===== config.mk =====
export PLATFORM = sky130hd
export DESIGN_NAME = alu_mul_seq_flat
export DESIGN_NICKNAME = d
export VERILOG_FILES = /design/src/rtl/alu_mul_seq_if.sv /design/src/rtl/alu_mul_seq.sv /design/src/flat_wrapper.sv
export SDC_FILE = /design/constraint.sdc
export NUM_CORES = 1
export LEC_CHECK = 0
export ABC_AREA = 1
export CORE_MARGIN = 4
export CORE_UTILIZATION = 35
export CTS_BUF_LIST = sky130_fd_sc_hd__clkbuf_8
export CTS_CLUSTER_DIAMETER = 30
export DETAILED_ROUTE_END_ITERATION = 7
export DONT_BUFFER_PORTS = 1
export PLACE_DENSITY = 0.53
export SETUP_SLACK_MARGIN = 0.3
export SLEW_MARGIN = 20
export SYNTH_ARGS = -nofsm -noshare
export SYNTH_HDL_FRONTEND = slang
export SYNTH_SLANG_ARGS = --single-unit

===== constraint.sdc =====
create_clock -name clk -period 2.58 [get_ports clk]
set_input_delay 0.387 -clock clk [delete_from_list [all_inputs] [get_ports clk]]
set_output_delay 0.387 -clock clk [all_outputs]
set_load 0.01 [all_outputs]

===== src/rtl/alu_mul_seq_if.sv =====
// Handshake and ALU-drive bundle between the multiply sequencer and the execute stage.
// The master side requests multiplies and supplies the ALU result; the slave is the sequencer.
interface alu_mul_seq_if;
    logic        start;
    logic [31:0] src_a;
    logic [31:0] src_b;
    logic        busy;
    logic        done;
    logic [31:0] product;
    logic [3:0]  alu_op;
    logic [31:0] alu_a;
    logic [31:0] alu_b;
    logic [31:0] alu_out;

    modport master (
        output start, src_a, src_b, alu_out,
        input  busy, done, product, alu_op, alu_a, alu_b
    );

    modport slave (
        input  start, src_a, src_b, alu_out,
        output busy, done, product, alu_op, alu_a, alu_b
    );
endinterface


===== src/rtl/alu_mul_seq.sv =====
// Shift-and-add multiplier that borrows the shared ALU, one ADD or SLL per cycle.
// Optional MUL_EARLY_EXIT_EN stops as soon as the remaining multiplier bits are zero.
module alu_mul_seq (
    input  logic          clk,
    input  logic          reset,
    alu_mul_seq_if.slave  bus
);
    localparam logic [3:0] OP_ADD = 4'b0000;
    localparam logic [3:0] OP_SLL = 4'b1000;

    typedef enum logic [1:0] {IDLE, ADD, SHIFT, DONE} state_t;

    state_t      state;
    state_t      next_state;
    state_t      start_state;
    logic [31:0] mcand;
    logic [31:0] mplier;
    logic [31:0] acc;
    logic [31:0] product;
    logic [4:0]  cnt;
    logic        accept;
    logic        last_shift;

    assign accept      = bus.start && (state == IDLE || state == DONE);
    assign bus.product = product;

    // First working state chosen from the incoming multiplier's low bit.
    always_comb begin
`ifdef MUL_EARLY_EXIT_EN
        if (bus.src_b == 32'd0)
            start_state = DONE;
        else if (bus.src_b[0])
            start_state = ADD;
        else
            start_state = SHIFT;
        last_shift = (cnt == 5'd31) || (mplier[31:1] == 31'd0);
`else
        start_state = bus.src_b[0] ? ADD : SHIFT;
        last_shift  = (cnt == 5'd31);
`endif
    end

    always_comb begin
        next_state = state;
        bus.busy   = 1'b0;
        bus.done   = 1'b0;
        bus.alu_op = OP_ADD;
        bus.alu_a  = 32'd0;
        bus.alu_b  = 32'd0;
        case (state)
            IDLE: begin
                if (bus.start)
                    next_state = start_state;
            end
            ADD: begin
                bus.busy   = 1'b1;
                bus.alu_a  = acc;
                bus.alu_b  = mcand;
                next_state = SHIFT;
            end
            SHIFT: begin
                bus.busy   = 1'b1;
                bus.alu_op = OP_SLL;
                bus.alu_a  = mcand;
                bus.alu_b  = 32'd1;
                // mplier still holds the pre-shift value, so bit 1 is the next bit to process.
                if (last_shift)
                    next_state = DONE;
                else if (mplier[1])
                    next_state = ADD;
                else
                    next_state = SHIFT;
            end
            DONE: begin
                bus.done   = 1'b1;
                next_state = bus.start ? start_state : IDLE;
            end
            default: next_state = IDLE;
        endcase
    end

    always_ff @(posedge clk) begin
        if (reset) begin
            state   <= IDLE;
            mcand   <= 32'd0;
            mplier  <= 32'd0;
            acc     <= 32'd0;
            cnt     <= 5'd0;
            product <= 32'd0;
        end else begin
            state <= next_state;
            if (accept) begin
                mcand  <= bus.src_a;
                mplier <= bus.src_b;
                acc    <= 32'd0;
                cnt    <= 5'd0;
            end else if (state == ADD) begin
                acc <= bus.alu_out;
            end else if (state == SHIFT) begin
                mcand  <= bus.alu_out;
                mplier <= mplier >> 1;
                cnt    <= cnt + 5'd1;
            end
            // A zero multiplier accepted straight into DONE has a fresh accumulator of zero.
            if (next_state == DONE)
                product <= accept ? 32'd0 : acc;
        end
    end
endmodule


===== src/flat_wrapper.sv =====
// flat-port wrapper written by rule: the top's interface ports become plain ports
module alu_mul_seq_flat 
  (clk, reset, bus_start, bus_src_a, bus_src_b, bus_alu_out, bus_busy, bus_done, bus_product, bus_alu_op, bus_alu_a, bus_alu_b);
  alu_mul_seq_if bus_i ();
  input  logic clk;
  input  logic reset;
  input wire logic [$bits(bus_i.start)-1:0] bus_start;
  input wire logic [$bits(bus_i.src_a)-1:0] bus_src_a;
  input wire logic [$bits(bus_i.src_b)-1:0] bus_src_b;
  input wire logic [$bits(bus_i.alu_out)-1:0] bus_alu_out;
  output wire logic [$bits(bus_i.busy)-1:0] bus_busy;
  output wire logic [$bits(bus_i.done)-1:0] bus_done;
  output wire logic [$bits(bus_i.product)-1:0] bus_product;
  output wire logic [$bits(bus_i.alu_op)-1:0] bus_alu_op;
  output wire logic [$bits(bus_i.alu_a)-1:0] bus_alu_a;
  output wire logic [$bits(bus_i.alu_b)-1:0] bus_alu_b;
  assign bus_i.start = bus_start;
  assign bus_i.src_a = bus_src_a;
  assign bus_i.src_b = bus_src_b;
  assign bus_i.alu_out = bus_alu_out;
  assign bus_busy = bus_i.busy;
  assign bus_done = bus_i.done;
  assign bus_product = bus_i.product;
  assign bus_alu_op = bus_i.alu_op;
  assign bus_alu_a = bus_i.alu_a;
  assign bus_alu_b = bus_i.alu_b;
  alu_mul_seq u_core (.clk(clk), .reset(reset), .bus(bus_i));
endmodule

Word-level counts from Yosys, hierarchy flattened
Cells that the tools add are included.
{"block": "op_classes", "add_sub_neg": 1, "eq_ne": 6, "muxes": 18, "bitwise_logic": 1, "reduce_logical": 8}
{"operator": "32-bit 2-to-1 mux", "n": 7}
{"operator": "32-bit one-hot mux with 2 select lines", "n": 2}
{"operator": "2-bit 2-to-1 mux", "n": 5}
{"operator": "2-bit one-hot mux with 4 select lines", "n": 1}
{"operator": "2-bit equality test, second input constant", "n": 3}
{"operator": "5-bit by 1-bit adder with 5-bit output, second input constant", "n": 1}
{"operator": "5-bit equality test, second input constant", "n": 1}
{"operator": "4-bit 2-to-1 mux", "n": 1}
{"operator": "2-bit AND reduction", "n": 2}
{"operator": "2-bit OR reduction", "n": 2}
{"operator": "2-bit by 1-bit equality test with 1-bit output, second input constant", "n": 1}
{"operator": "2-bit logical NOT", "n": 1}
{"operator": "1-bit 2-to-1 mux", "n": 2}
{"operator": "2-bit by 1-bit inequality test with 1-bit output, second input constant", "n": 1}
{"operator": "2-bit nonzero test", "n": 1}
{"operator": "1-bit logical AND", "n": 1}
{"operator": "1-bit logical OR", "n": 1}
{"operator": "1-bit NOT", "n": 1}
{"block": "word_totals", "reg_bits": 135, "in_bits": 99, "out_inout_bits": 102, "word_cells": 40}

Logic depth before layout (Yosys ltp)
Gate-level depths: netlist (run 1).
{"block": "logic_depth", "ltp_word": 5, "depth_mapped": 14, "ltp_nobuf": 13}

Worst setup path before layout (run 1)
No wires, ideal clock.
{"block": "synth_timing", "path_kind": "register -> output", "from": "register u_core.state[1]", "to": "output port bus_alu_a[10]", "arrival_ps": 1456, "required_ps": 2193, "setup_slack_ps": 737, "path_stages_with_launch": 7, "path_buffers": 2, "path_cell_list": "dfxtp_1 > inv_1 > ha_1 > buf_4 > nand2_1 > clkbuf_1 > o21ai_0"}
{"block": "synth_between", "elab_chain_len": 2, "elab_cells_between_ends": 3, "classes_between": "eq/ne (2); mux (1)"}
{"item": "start, declared", "line": "alu_mul_seq.sv:13", "text": "state_t state;"}
{"item": "start signal, assigned", "line": "alu_mul_seq.sv:91", "text": "state <= next_state;"}
{"item": "2-bit equality test or 2-bit by 1-bit equality test with 1-bit output (tied branches)", "line": "alu_mul_seq.sv:50", "text": "case (state)"}
{"item": "32-bit one-hot mux with 2 select lines *", "line": "alu_mul_seq.sv:50"}
{"item": "end, declared", "line": "flat_wrapper.sv:15", "text": "output wire logic [$bits(bus_i.alu_a)-1:0] bus_alu_a;"}
Mark *: on every way between the ends. The rest lies on a longest branch, timed or not.

Worst setup path after layout (run 1)
{"block": "layout_timing", "from": "register u_core.state[1]", "to": "output port bus_alu_a[20]"}
The elaborated chain is that of the path after synthesis.

==> results.yml, run 1 <==
yosys:
  netlist_area_mm2: 0.006261
  ys_ff_latch: 134
  syn_inst: 908
  synth_cell_type_count: 24
  syn_avg_cell_area_um2: 6.895
  yosysWarnings: 0
  yosysSeqAreaShare: 0.4285
worst_setup_path:
  start_kind: "register"
  critPathCaptureType: "output port"
  crit_required_ns: 2.19
  worstPathArrival_ns: 1.86
  critPathMaxFanout: 8
  crit_type: "reg -> out"
finish:
  antenna_cells: 0
  num-fill-cells: 1904
  final_common_cell: "nand2_1"
  final_cell_count_no_fill: 1182
  layout_common_cells: "nand2_1, dfxtp_1, buf_4"
  fin_nets: 1049
  drive_gt1_frac: 0.1578
  syn_to_final_growth_pct: 20.56
sta:
  slew_viol_final: 0
  fmax_ghz: 0.4444
  grt_setup_unrepaired: "yes"
  timing.hold.ws_ns: 0.07392
  finalSetupViolCount: 0
  fin_crit_sh: 0.8721
  setup_tns_ns: 0
  hold_viol_final: 0
  layout_min_cycle_time_ns: 2.250
  fin_skew_ns: 0.01008
detailed_routing:
  dr.pass1.iters: 5
  num_vias: 6022
  postRouteAntennaNets: 0
  wl_per_cell_um: 16.81
  drt-vias-per-instance: 5.095
  drt-total-wl_um: 19870
  drtIter0Drc: 269
  drc: 0
placement:
  gp_congestion: 0.7878
  dp_cells: 1143
  portBuffers: 0
  place_hpwl_um: 12950
min_path:
  hold_path.class: "in -> reg"
run_status:
  status: "finished clean"
global_route:
  grt_pass1_wl_um: 30890
  grt_max_degree: 95
  grt_usage: 0.1934
  grt_pass1_vias: 5705
  antenna_found_initial: 1
  grt_overflow_total: 0
pwr:
  p_leak_nw: 2.902
  p_seq_frac: 0.423
  sw_frac_of_total: 0.3048
  peakVddDrop_mv: 0.4492
  power.density_mw_per_mm2: 764.5
  p_int_mw: 4.012
  clock_power_share: 0.379
  p_comb_frac: 0.197
  power_switching_mw: 1.759
die:
  rows: 48
  die_h_um: 141.8
  die_w_um: 141.8
  boundaryPins: 201
  design.die.area_mm2: 0.02009
  start_util: 0.3595
  core_area_mm2: 0.01742
clock_tree:
  cts_root_buffer: "clkbuf_8"
  h-tree-depth: 4
  cts_buffer_depth: 2
  cts.sinks: 134
  clk_latency_ns: 0.45
  clk_pin_slew_ns: 0.08
  numCtsBuffers: 17
  cts_tree: "yes"
job:
  maxCapViolations: 0
power by group through the flow:
stage | sequential, mW | combinational, mW | clock, mW
floorplan | 2.45 | 0.829 | 0
global placement | 2.48 | 1.05 | 0
detailed placement | 2.48 | 1.06 | 0
CTS | 2.44 | 1.11 | 2.25
global route | 2.47 | 1.29 | 2.33
finish | 2.44 | 1.14 | 2.19
cells by family after synthesis:
logic type      count (synthesis)  synth area share
simple gates                  410            0.2638
compound gates                233            0.1994
flops                         134            0.4285
buf+inv                       124           0.09572
fa+ha+maj                       6           0.01199
other cells                     1         0.0005989
cell usage after synthesis (all sizes together):
cell type    n  share of area
o211ai       1         0.0012
a31oi       62          0.062
nor3         3         0.0024
conb         1        0.00060
dfxtp      134           0.43
ha           6          0.012
clkbuf      19          0.011
o21a         1         0.0012
nor3b        1         0.0012
nor2        70          0.044
inv         45          0.027
o21ai       98          0.078
nand2      268           0.16
a21oi       71          0.057
nand3       68          0.054
buf         60          0.057
final timing paths:
kind,to,slack [ns],from,cells past startpoint
max,bus_alu_a[20],0.33,u_core.state[1]$_SDFF_PP0_,7
min,u_core.acc[14]$_SDFFE_PP0N_,0.07,bus_alu_out[14],2
max reg2reg,u_core.mplier[12]$_SDFFE_PP0P_,0.50,u_core.state[0]$_SDFF_PP0_,10
min reg2reg,u_core.cnt[4]$_SDFFE_PP0P_,0.47,u_core.cnt[4]$_SDFFE_PP0P_,2
metrics by stage:
stage          setup slack (ns)  area (µm²)  total power, mW  utilization
5_1_grt                  0.2579        7548            6.085       0.4334
3_5_place_dp             0.4105        6847            3.547       0.3931
4_1_cts                  0.2926        7448            5.795       0.4277
3_3_place_gp             0.4176        6847            3.537       0.3931
6_report                 0.3300        7548            5.771       0.4334
2_1_floorplan            0.7367        6269            3.277            -
layout make-up:
type	count	area [µm²]	share of cell area
Multi-Input combinational cell	652	3062	0.4056
Sequential cell	134	2690	0.3564
Timing Repair Buffer	94	843.3	0.1117
Tap cell	225	281.5	0.03729
Clock buffer	20	275.3	0.03647
Clock inverter	12	221.5	0.02934
Inverter	45	175.2	0.02321
flip-flops by register name, indices dropped and copies added (netlist names):
name,count
u_core.bus.product,32
u_core.cnt,5
u_core.mplier,31
u_core.mcand,32
u_core.acc,32
u_core.state,2
repair_timing:
action	CTS	global route
setup buffers	3	2
gates cloned	0	1
hold endpoints to repair	3	0
resized for setup	33	22
endpoints found under the setup margin	61	68
hold buffers	1	0
pin swaps	1	1
layer usage:
layer / share of wire / wire length (µm) / up-vias / GRT usage
li1: - / - / 3072 / -
met1: 0.46 / 9112 / 2741 / 0.2528
met2: 0.45 / 8898 / 186 / 0.3033
met3: 0.078 / 1551 / 21 / 0.06269
met4: 0.015 / 291 / 2 / 0.06212
met5: 0.0010 / 20 / - / 0
critical path: stages (launching register included):
cell and delay [ns]:
dfxtp_4 0.38, inv_4 0.05, ha_4 0.35, buf_12 0.16, clkbuf_16 0.15, nand3_1 0.08
o21ai_1 0.11, buf_4 0.15
No activity file was read; power rests on OpenSTA's default activity.
==> inputs of run 2 (changes only) <==
- CORE_UTILIZATION: 35 -> 60
- PLACE_DENSITY: 0.53 -> not set
- PLACE_DENSITY_LB_ADDON: not set -> 0.25
==> results.yml, run 2 (synthesis gave the netlist of run 1 again) <==
sta:
  fmax_ghz: 0.4431
  fin_crit_sh: 0.8747
  fin_skew_ns: 0.008727
  slew_viol_final: 0
  grt_setup_unrepaired: "yes"
  setup_tns_ns: 0
  layout_min_cycle_time_ns: 2.257
  worstMarginPinSlew_ns: 0.5927
  hold_viol_final: 0
  finalSetupViolCount: 0
  slew_headroom: 0.6049
job:
  maxCapViolations: 0
worst_setup_path:
  start_kind: "register"
  crit_required_ns: 2.19
  cp.buffers_inverters: 3
  worstPathArrival_ns: 1.87
  crit_family: "buffers and inverters"
  worstPathCellList: "inv_2, ha_2, nand2_1, buf_4, o21ai_0, buf_4"
  critPathCaptureType: "output port"
  worst_path_max_delay_cell: "dfxtp_4"
  slowest_delay_ns: 0.35
  crit_top_cell: "buf_4"
  crit_type: "reg -> out"
  critPathMaxFanout: 17
clock_tree:
  cts_tree: "yes"
  h-tree-depth: 4
  numCtsBuffers: 17
  clk_latency_ns: 0.43
  cts_buffer_depth: 2
  clk_pin_slew_ns: 0.07
  cts_root_buffer: "clkbuf_8"
  cts.sinks: 134
pwr:
  sw_frac_of_total: 0.3151
  p_int_mw: 3.618
  power.density_mw_per_mm2: 727.5
  p_comb_frac: 0.207
  power_switching_mw: 1.665
  p_seq_frac: 0.464
  clock_power_share: 0.329
  peakVddDrop_mv: 0.4576
  p_leak_nw: 2.840
placement:
  gp_congestion: 0.8138
  detailed_place.area_mm2: 0.006696
  dp_cells: 1051
  portBuffers: 0
  place_hpwl_um: 12060
finish:
  post-route-cell-area_mm2: 0.007262
  final_cell_count_no_fill: 1088
  reg.largest.list: "u_core.acc x32, u_core.bus.product x32, u_core.mcand x32"
  antenna_cells: 0
  fin_nets: 1045
  layout_common_cells: "nand2_1, dfxtp_1, buf_4"
  num-fill-cells: 869
  final_common_cell: "nand2_1"
  drive_gt1_frac: 0.1481
  fin_util: 0.7098
  syn_to_final_growth_pct: 15.99
detailed_routing:
  wl_per_cell_um: 16.85
  drt-total-wl_um: 18330
  postRouteAntennaNets: 0
  num_vias: 6272
  drt-vias-per-instance: 5.765
  drc: 0
  met1_length_um: 7370
  dr.pass1.iters: 7
  highest_layer: "met4"
  drtIter0Drc: 645
  wl_met3_um: 1847
  route.met2.wl_um: 8707
global_route:
  grt_pass1_wl_um: 28620
  grt_usage: 0.2979
  antenna_found_initial: 0
  grt_pass1_vias: 5886
  grt_overflow_total: 0
  grt_max_degree: 86
die:
  rows: 37
  die_w_um: 110.2
  boundaryPins: 201
  die_h_um: 110.2
  design.die.area_mm2: 0.01213
  start_util: 0.6120
  core_area_mm2: 0.01023
min_path:
  hold_path.class: "in -> reg"
run_status:
  status: "finished clean"
run 2: worst register-to-register path, cell delays in order (launching register included):
cell and delay [ns]:
dfxtp_2 0.36, inv_2 0.07, ha_4 0.27, buf_4 0.14, nor2_4 0.25, buf_4 0.52, nand3_1 0.22, a21oi_1 0.18
run 2: power by group through the flow:
stage / Sequential [mW] / Clock (mW) / Combinational, mW
final: 2.45 / 1.74 / 1.09
after global routing: 2.47 / 1.85 / 1.22
after CTS: 2.45 / 1.75 / 1.08
after detailed placement: 2.49 / 0 / 1.01
after global placement: 2.48 / 0 / 0.980
after floorplan: 2.45 / 0 / 0.829
run 2: layer usage:
metal / up-vias / global-route usage
li1: 3057 / -
met2: 301 / 0.4831
met1: 2874 / 0.3728
met4: 0 / 0.1258
met5: - / 0
met3: 40 / 0.08270
run 2: path summary, 6_finish.rpt:
check                                           startpoint                             end  slack, ns  depth (start not counted)
worst min-delay path                                 reset      u_core.state[0]$_SDFF_PP0_       0.02                          1
worst max register to register  u_core.state[0]$_SDFF_PP0_  u_core.mplier[31]$_SDFFE_PP0P_       0.50                          7
worst max-delay path            u_core.state[1]$_SDFF_PP0_                    bus_alu_b[0]       0.32                          6
worst min register to register  u_core.cnt[4]$_SDFFE_PP0P_      u_core.cnt[4]$_SDFFE_PP0P_       0.48                          2
run 2: through the flow:
| stage | setup WS [ns] | hold WS [ns] | total power, mW |
|---|---|---|---|
| floorplan | 0.7367 | 0.4427 | 3.277 |
| global placement | 0.5030 | 0.4543 | 3.458 |
| detailed placement | 0.3829 | 0.4619 | 3.506 |
| CTS | 0.2894 | 0.004422 | 5.273 |
| global route | 0.2261 | 0.008325 | 5.548 |
| finish | 0.3233 | 0.01873 | 5.283 |
run 2: cell type report:
class / instances / area, µm² / share of cell area
Inverter: 45 / 168.9 / 0.02326
Multi-Input combinational cell: 652 / 3053 / 0.4204
Sequential cell: 134 / 2688 / 0.3701
Tap cell: 136 / 170.2 / 0.02343
Clock inverter: 13 / 142.6 / 0.01964
Timing Repair Buffer: 90 / 792.0 / 0.1091
Clock buffer: 18 / 247.7 / 0.03411
run 2: repair_timing:
action	4_1_cts	5_1_grt
endpoints found under the setup margin	34	34
hold buffers	1	0
hold endpoints to repair	1	0
gates resized for setup	34	14
gates cloned	1	0
buffers inserted	4	0
pin swaps	1	1
